File: src/rtl/tri_scan_ring_loader.sv
// ============================================================================
// Module      : tri_scan_ring_loader
// Description : Serial loader/readback engine for a scan-only latch config ring.
//               Optional readback check enabled by macro SCAN_RING_CHECK_EN.
// Revision    : 1.0 - initial release
// ============================================================================
`default_nettype none

module tri_scan_ring_loader #(
    parameter int WIDTH = 16,
    parameter int CNTW  = $clog2(WIDTH + 1)
) (
    input  logic             clk,
    input  logic             rst,
    inout  wire              vd,
    inout  wire              gd,
    input  logic             load_val,
    input  logic [WIDTH-1:0] load_data,
    output logic             load_rdy,
    output logic             ring_si,
    input  logic             ring_so,
    output logic             shift_act,
    output logic [WIDTH-1:0] rd_data,
    output logic             rd_val,
    output logic             chk_err
);

    localparam logic [CNTW-1:0] C_LAST = CNTW'(WIDTH - 1);

    typedef enum logic [1:0] {
        S_IDLE  = 2'd0,
        S_SHIFT = 2'd1,
        S_DONE  = 2'd2
    } state_t;

    state_t             r_state;
    state_t             w_state_nxt;
    logic [WIDTH-2:0]   r_sreg;     // bits still waiting to go out, [0] next
    logic [WIDTH-2:0]   r_cap;      // returned bits collected so far
    logic [WIDTH-1:0]   w_cap_nxt;
    logic [WIDTH-1:0]   r_rd_data;
    logic [CNTW-1:0]    r_cnt;
    logic               r_ring_si;
    logic               w_accept;
    logic               w_last;
    wire                unused_pwr;

    assign unused_pwr = vd ^ gd;
    assign w_last     = (r_cnt == C_LAST);
    assign w_accept   = load_val & load_rdy;
    assign w_cap_nxt  = {ring_so, r_cap};
    assign ring_si    = r_ring_si;
    assign rd_data    = r_rd_data;

    always_comb begin
        w_state_nxt = r_state;
        load_rdy    = 1'b0;
        shift_act   = 1'b0;
        rd_val      = 1'b0;
        case (r_state)
            S_IDLE: begin
                load_rdy = ~rst;
                if (load_val) begin
                    w_state_nxt = S_SHIFT;
                end
            end
            S_SHIFT: begin
                shift_act = ~rst;
                if (w_last) begin
                    w_state_nxt = S_DONE;
                end
            end
            S_DONE: begin
                rd_val      = ~rst;
                w_state_nxt = S_IDLE;
            end
            default: begin
                w_state_nxt = S_IDLE;
            end
        endcase
    end

    always_ff @(posedge clk) begin
        if (rst) begin
            r_state   <= S_IDLE;
            r_sreg    <= '0;
            r_cap     <= '0;
            r_rd_data <= '0;
            r_cnt     <= '0;
            r_ring_si <= 1'b0;
        end else begin
            r_state <= w_state_nxt;
            if (w_accept) begin
                r_ring_si <= load_data[0];
                r_sreg    <= load_data[WIDTH-1:1];
                r_cnt     <= '0;
            end else if (r_state == S_SHIFT) begin
                r_cap <= w_cap_nxt[WIDTH-1:1];
                r_cnt <= r_cnt + CNTW'(1);
                // On the final shift the last data bit stays parked on ring_si.
                if (w_last) begin
                    r_rd_data <= w_cap_nxt;
                end else begin
                    r_ring_si <= r_sreg[0];
                    r_sreg    <= r_sreg >> 1;
                end
            end
        end
    end

`ifdef SCAN_RING_CHECK_EN
    logic [WIDTH-1:0] r_cur;
    logic [WIDTH-1:0] r_shadow;
    logic             r_shadow_vld;
    logic             r_chk_err;

    // The ring should hand back exactly what the previous load put in it.
    always_ff @(posedge clk) begin
        if (rst) begin
            r_cur        <= '0;
            r_shadow     <= '0;
            r_shadow_vld <= 1'b0;
            r_chk_err    <= 1'b0;
        end else begin
            if (w_accept) begin
                r_cur <= load_data;
            end
            if (r_state == S_DONE) begin
                if (r_shadow_vld && (r_rd_data != r_shadow)) begin
                    r_chk_err <= 1'b1;
                end
                r_shadow     <= r_cur;
                r_shadow_vld <= 1'b1;
            end
        end
    end

    assign chk_err = r_chk_err;
`else
    assign chk_err = 1'b0;
`endif

endmodule

`default_nettype wire

File: config.mk
export PLATFORM = sky130hd
export DESIGN_NAME = tri_scan_ring_loader
export DESIGN_NICKNAME = d
export VERILOG_FILES = /design/src/rtl/tri_scan_ring_loader.sv
export SDC_FILE = /design/constraint.sdc
export NUM_CORES = 1
export LEC_CHECK = 0
export CORE_MARGIN = 2
export CORE_UTILIZATION = 48
export CTS_BUF_LIST = sky130_fd_sc_hd__clkbuf_8
export DETAILED_ROUTE_END_ITERATION = 12
export MAX_ROUTING_LAYER = met4
export PLACE_DENSITY = 0.85
export SLEW_MARGIN = 20
export SYNTH_ARGS = -nofsm -noshare
export SYNTH_HDL_FRONTEND = slang
export SYNTH_SLANG_ARGS = --single-unit
File: constraint.sdc
create_clock -name clk -period 1.8 [get_ports clk]
set_clock_uncertainty 0.05 [all_clocks]
set_input_delay 0.36 -clock clk [delete_from_list [all_inputs] [get_ports clk]]
set_output_delay 0.36 -clock clk [all_outputs]
set_load 0.02 [all_outputs]
==> metrics.yaml, run 1 <==
path_max_fanout: 9
num_io_pins: 43
ys_seq_area_share_pct: 49.51
layout.nets: 328
core-area_sq_um: 4354
yosys.area.top_type: "dfxtp_1"
run_status: "completed"
slew_violations: 0
ant_nets: 0
path_clk_slew_ns: 0.10
htree_num_levels: 2
root_buffer: "clkbuf_8"
switching_share_pct: 25.25
cts.sinks: 54
synth.top_cell.area_share_pct: 49.51
fmax_mhz: 561.7
overflow: 0
timing.final.crit_share_pct: 98.91
arrival_ns: 1.94
dpl.hpwl_um: 3007
synth.mux.area_fraction_pct: 0.4585
grt_pass1_wl_um: 7714
syn_inst: 258
yosys_warnings: 0
startpoint_type: "flop"
clock_latency_ns: 0.31
synth_top_family_by_area: "simple AND/OR/NAND/NOR gates"
path_class: "reg2reg"
ys.flop_type: "dfxtp_1"
drt_iter0_markers: 89
ir_drop_mv: 0.3567
hold_path_class: "in2reg"
grt_usage_pct: 19.40
setup_viol: 0
wl_per_cell_um: 14.02
endpoint_kind: "flop"
antenna_found_initial: 0
timing.final.ws_setup_ns: 0.01969
cts.hold.buffers_added: 0
yosys.area_share.simple_pct: 24.87
pwr-share-comb_pct: 14.0
place_inst: 347
portBuffers: 39
chipWidth_um: 71.45
power.internal_mw: 1.823
die-height_um: 71.45
synth_edf_count: 0
post-cts-setup-buffers: 0
syn_avg_cell_area_sq_um: 8.463
viasPerCell: 5.423
final_core_util_pct: 68.88
power_leakage_nw: 1.020
cts_tree: "done"
dr_total_vias: 1936
total_power_mw: 2.439
r2r_start: "r_cnt[0]"
synthTopCellsByArea: "dfxtp_1 (50%), nand2_1 (12%), a21oi_1 (9.9%)"
cp.required_ns: 1.96
numCtsBuffers: 5
synth_nets: 282
crit_start: "r_cnt[0]"
syn_area_sq_um: 2183
synthAdderAreaFrac_pct: 1.146
rsz0062_at_grt: "yes"
initial_core_util_pct: 50.14
untimed_endpoints: 2
grt_pass1_vias: 1726
num_rows: 24
dpl_worst_slack_ns: -0.1104
ys_types: 36
dieArea_sq_um: 5104
clkPwrFrac_pct: 34.4
gp_congestion: 0.8503
yosysMostFrequentCell: "nand2_1"
postSynthRegisterBits: 54
power_frac_seq_pct: 51.6
routed_wl_um: 5006
synthArstFlopShare_pct: 0
pwr_density_cell_nw_per_um2: 813.1
p_switching_mw: 0.6159
diodes: 0
drtPass1Iterations: 4
min_period_ns: 1.780
finalHoldViolCount: 0
areaGrowthSynthToFinish_pct: 37.36
synth_compound_gate_area_share_pct: 17.77
drv_cap: 0
synthTopCellsByCount: "nand2_1 (69), dfxtp_1 (54), a21oi_1 (43)"
grt_max_degree: 37
drive_gt1_share_pct: 22.30
fin_cells: 357
route.detailed.drc: 0
synth_xor_area_share_pct: 0
hold_path_startpoint: "rst"
clock_path_buffers: 2
==> power groups by stage <==
stage	registers, mW	clock network (mW)	logic, mW
finish	1.26	0.838	0.341
global route	1.26	0.910	0.369
CTS	1.26	0.854	0.305
detailed placement	1.28	0	0.291
global placement	1.28	0	0.289
floorplan	1.28	0	0.186
==> path summary, 6_finish.rpt <==
path | endpoint | slack [ns] | cells after the start
worst max-delay path | r_sreg[12] | 0.02 | 7
worst min-delay path | r_state[1] | 0.38 | 3
worst max register to register | r_sreg[12] | 0.02 | 7
worst min register to register | rd_data[4] | 0.41 | 2
==> per-layer routing <==
| layer | vias to the layer above | part of all wire [%] | track usage, % | routed length, um |
|---|---|---|---|---|
| met3 | 8 | 4.6 | 4.641 | 228 |
| li1 | 965 | - | - | - |
| met1 | 919 | 43 | 23.49 | 2175 |
| met2 | 44 | 50 | 31.48 | 2514 |
| met4 | 0 | 1.7 | 7.128 | 87 |
| met5 | - | 0 | - | 0 |
==> worst max-delay path, stage by stage (launching register included) <==
cell and delay, ns:
dfxtp_4 0.37, ha_4 0.16, and3_4 0.18, ha_4 0.16
or3b_4 0.41, buf_12 0.16, o22ai_2 0.14, a211oi_2 0.06
==> cell type report <==
type                       instances  area [sq um]
fill                             332          1355
multi-input combinational        179          1110
sequential                        54          1086
timing repair buffer              61         609.3
clock buffer                       5         68.82
tap                               52         65.06
clock inverter                     3         48.80
inverter                           3         11.26
==> state kept, by name, indices dropped and copies added, names as in the netlist <==
name / flops
r_state: 2
ring_si: 1
r_cap: 15
r_sreg: 15
r_cnt: 5
rd_data: 16
==> cells by family (layout without fill, tap and decap cells) <==
logic type	Yosys count	after routing
compound gates	67	67
fa+ha+maj	2	2
buf+inv	25	72
flops	54	54
mux	1	1
other cells	1	1
simple gates	108	108
==> metrics by stage <==
stage          cell area, sq um  setup TNS, ns  hold WS [ns]
2_1_floorplan              2208              0        0.3821
3_3_place_gp               2699        -0.9244        0.3934
3_5_place_dp               2699         -1.524        0.3960
4_1_cts                    2839              0        0.3781
5_1_grt                    2999        -0.2809        0.4010
6_report                   2999              0        0.3799
==> repair_timing <==
| item | CTS | global route |
|---|---|---|
| pin swaps | 0 | 24 |
| cloned | 0 | 3 |
| resized for setup | 10 | 31 |
| setup endpoints to repair | 24 | 24 |
==> cell usage in the layout (no fill, tap or decap), types with 2 or more instances in the layout <==
cell             count
a22oi_1              9
buf_2                2
nor3_1               3
nand2_2              3
a211oi_1             3
buf_6                6
nand2_1             63
a21oi_2              7
nand3b_1             2
dlygate4sd2_1        3
a21oi_1             36
nand2b_1             2
ha_4                 2
nor2_1               8
buf_12               2
inv_1                3
dfxtp_1             52
nand3_1              4
clkbuf_8             5
a211oi_2             2
nand2_4              3
buf_4               12
clkdlybuf4s50_1     35
o22ai_2              3
a31oi_1              2
nand3_2              8
(Power assumes the default switching activity.)
==> inputs of run 2 (changes only) <==
Settings changed: SETUP_SLACK_MARGIN from default to 0.02, SKIP_LAST_GASP from default to 1.
==> metrics.yaml, run 2 (synthesis gave the netlist of run 1 again) <==
run_status: "completed"
timing.final.ws_setup_ns: 0.01288
viasPerCell: 5.450
final_cell_mix: "nand2_1 (69), dfxtp_1 (52), a21oi_1 (43)"
crit_chain: "ha_4 > and3_4 > ha_4 > buf_4 > nor3b_4 > buf_12 > buf_4 > a22oi_1 > a21oi_1"
wl_per_cell_um: 14.23
r2r_cells: 9
dpl_worst_slack_ns: -0.1160
routed_wl_um: 5093
largest_register_ffs: 16
grt_max_degree: 30
r2r_start: "r_cnt[1]"
dpl.hpwl_um: 3201
gp_congestion: 0.7644
min_period_ns: 1.787
drv_cap: 0
arrival_ns: 1.96
untimed_endpoints: 2
hold_path_class: "reg2reg"
cp.required_ns: 1.97
path_max_fanout: 10
grt_usage_pct: 19.85
diodes: 0
final_core_util_pct: 67.44
ir_drop_mv: 0.4271
finalHoldViolCount: 0
setup_viol: 0
timing.final.crit_share_pct: 99.28
startpoint_type: "flop"
root_buffer: "clkbuf_8"
slew_violations: 0
ant_nets: 0
rsz0062_at_grt: "yes"
num_io_pins: 43
drive_gt1_share_pct: 17.97
drt_iter0_markers: 102
htree_num_levels: 2
antenna_found_initial: 0
initial_core_util_pct: 50.14
fin_setup_tns_ns: 0
numCtsBuffers: 5
crit_start: "r_cnt[1]"
clock_path_buffers: 2
path_depth: 9
drtPass1Iterations: 4
holdPathStages: 2
core-area_sq_um: 4354
route.detailed.drc: 0
path_clk_slew_ns: 0.09
crit_family: "simple AND/OR/NAND/NOR gates"
dpl_cell_area_sq_um: 2679
total_power_mw: 2.302
cts_tree: "done"
overflow: 0
endpoint_kind: "flop"
grt_pass1_vias: 1798
fin_area_sq_um: 2937
critical_path_buf_inv_count: 3
mostFrequentLayoutCell: "nand2_1"
path_class: "reg2reg"
fmax_mhz: 559.6
dieArea_sq_um: 5104
die-height_um: 71.45
crit_path_max_incr_delay_ns: 0.35
crit_path_top_delay_cell: "dfxtp_2"
cts.sinks: 54
num_rows: 24
pwr_density_cell_nw_per_um2: 783.7
chipWidth_um: 71.45
clock_latency_ns: 0.30
grt_pass1_wl_um: 7907
r2r_slack_ns: 0.01
dr_total_vias: 1951
areaGrowthSynthToFinish_pct: 34.50
fillCellCount: 342
hold_path_startpoint: "rd_data[14]"
power_leakage_nw: 1.012
layout.nets: 329
portBuffers: 39
## run 2: cell count changes in the layout (fill, tap and decap cells not counted), sizes merged
cell	before	now
bufinv	1	0
clkbuf	6	8
clkdlybuf4s15	0	1
clkinv	0	1
dlygate4sd2	3	2
inv	4	3
## run 2: report_power, final
group	leakage [nW]	internal [mW]	switching, mW
Combinational	0.527	0.187	0.179
Sequential	0.439	1.23	0.0280
Clock	0.0472	0.309	0.367
## run 2: worst paths after layout
path / end
setup / recovery: r_sreg[10]
hold / removal: rd_data[14]
setup reg to reg: r_sreg[10]
hold reg to reg: rd_data[14]
## run 2: cell type report
cell class	instances	area, sq um	area share (%)
multi-input combinational	179	1054	35.88
timing repair buffer	62	628.1	21.39
sequential	54	1084	36.90
clock inverter	2	12.51	0.4261
tap	52	65.06	2.216
inverter	3	11.26	0.3835
clock buffer	6	82.58	2.812
## run 2: stage by stage
step                hold WS (ns)  cells
finish                    0.4059    358
global route              0.4271    358
CTS                       0.3927    353
detailed placement        0.3967    343
global placement          0.3903    343
floorplan                 0.3821    258
## run 2: timing repair
action                     CTS  global route
buffers inserted             2             3
pin swaps                    1             6
cloned                       0             2
setup endpoints to repair   30            33
gates resized for setup      6            14
hold buffers                 0             0
## run 2: worst min-delay path: cells and delay by family (launching register included)
| kind | cells | cell delay, ns |
|---|---|---|
| AOI/OAI and AO/OA | 1 | 0.05 |
| DFF | 1 | 0.31 |
| and+or+nand+nor | 1 | 0.05 |
## run 2: per-layer routing
| layer | vias up | GRT usage [%] | wire length, um |
|---|---|---|---|
| li1 | 970 | - | - |
| met1 | 922 | 23.66 | 2192 |
| met2 | 50 | 33.23 | 2571 |
| met3 | 9 | 4.501 | 240 |
| met4 | 0 | 6.499 | 89 |
| met5 | - | - | 0 |
==> inputs of run 3 (changes only) <==
Settings changed: CORE_MARGIN 2 to 5, TNS_END_PERCENT from default to 100.
==> metrics.yaml, run 3 (synthesis gave the netlist of run 1 again) <==
run_status: "completed"
final_core_util_pct: 64.70
dpl.hpwl_um: 3174
path_class: "reg2reg"
fin_setup_tns_ns: 0
min_period_ns: 1.779
drive_gt1_share_pct: 16.83
fmax_mhz: 562.1
ant_nets: 0
cp.required_ns: 1.94
numCtsBuffers: 5
areaGrowthSynthToFinish_pct: 29.91
diodes: 0
gp_congestion: 0.8196
viasPerCell: 5.256
power_leakage_nw: 0.9748
path_max_fanout: 17
arrival_ns: 1.92
worst_hold_slack_ns: 0.3745
root_buffer: "clkbuf_8"
clock_latency_ns: 0.31
dpl_worst_slack_ns: -0.1185
regArea_sq_um: 1084
grt_pass1_wl_um: 7962
setup_viol: 0
multiInputGateArea_sq_um: 1041
cts.sinks: 54
hold_path_class: "in2reg"
chipWidth_um: 77.45
dr_total_vias: 1866
r2r_start: "r_cnt[0]"
finalHoldViolCount: 0
largest_register_ffs: 16
hold_path_startpoint: "rst"
layout.nets: 327
num_rows: 24
clock_path_buffers: 2
timing.final.crit_share_pct: 98.84
num_io_pins: 43
drt_iter0_markers: 77
mostFrequentLayoutCell: "nand2_1"
pwr_density_cell_nw_per_um2: 777.4
fillCellCount: 377
final_cell_mix: "nand2_1 (69), dfxtp_1 (52), a21oi_1 (41)"
grt_usage_pct: 16.50
overflow: 0
ir_drop_mv: 0.4566
endpoint_kind: "flop"
startpoint_type: "flop"
r2r_end: "r_sreg[6]"
whs_endpoint: "r_state[1]"
drv_cap: 0
dieArea_sq_um: 5998
total_power_mw: 2.205
wl_per_cell_um: 13.65
path_clk_slew_ns: 0.09
r2r_slack_ns: 0.02
grt_max_degree: 32
route.detailed.drc: 0
portBuffers: 39
untimed_endpoints: 2
cts_tree: "done"
cts.hold.buffers_added: 0
antenna_found_initial: 0
core-area_sq_um: 4384
holdPathStages: 3
timing.final.ws_setup_ns: 0.02084
r2r_cells: 7
grt_pass1_vias: 1749
drtPass1Iterations: 4
slew_violations: 0
htree_num_levels: 2
initial_core_util_pct: 49.80
die-height_um: 77.45
routed_wl_um: 4847
rsz0062_at_grt: "yes"
-- run 3: changes by cell type in the layout (fill, tap and decap cells not counted), sizes merged --
cell | previous run | this run
dlygate4sd2 | 2 | 3
clkinv | 1 | 0
clkbuf | 8 | 5
inv | 3 | 4
clkdlybuf4s15 | 1 | 0
-- run 3: how the worst max path moves through the flow --
stage	from	endpoint	slack, ns	depth (start not counted)
finish	r_cnt[0]	r_sreg[6]	0.02	7
global placement	load_val	ring_si	-0.09	5
floorplan	r_cnt[1]	r_sreg[14]	0.03	8
CTS	r_cnt[1]	r_sreg[12]	0.008	7
detailed placement	load_val	r_sreg[12]	-0.12	5
global route	r_cnt[0]	r_sreg[13]	-0.04	9
-- run 3: through the flow --
stage	std cells	cell area (sq um)
2_1_floorplan	258	2218
3_3_place_gp	344	2661
3_5_place_dp	344	2661
4_1_cts	351	2746
5_1_grt	355	2836
6_report	355	2836
-- run 3: routing by layer --
layer	global-route usage (%)	vias to the layer above	wire length (um)
met3	5.903	9	292
met4	5.155	0	93
met2	26.09	45	2347
met5	-	-	0
met1	19.64	849	2114
li1	-	963	-
-- run 3: critical path: stages, from the launching register on --
cell and delay (ns):
dfxtp_2 0.35, ha_4 0.15, and3_4 0.18, ha_4 0.17, or3b_1 0.38, buf_6 0.18
o22ai_1 0.14, a211oi_1 0.07
-- run 3: repair_timing --
action                     in CTS  in global routing
setup endpoints to repair      12                  6
pin swaps                       0                  8
setup buffers                   0                  3
cloned                          0                  1
resized for setup               6                 13
-- run 3: final cells by class --
cell class	count	area share, %
Clock buffer	5	2.426
Clock inverter	2	0.3970
Inverter	3	0.3970
Multi-Input combinational cell	179	36.70
Sequential cell	54	38.20
Tap cell	52	2.294
Timing Repair Buffer	60	19.59
-- run 3: power by group --
part	total, mW	leakage [nW]	internal (mW)	switching [mW]
Clock	0.637	0.0414	0.262	0.375
Sequential	1.26	0.439	1.23	0.0272
Combinational	0.309	0.495	0.146	0.164
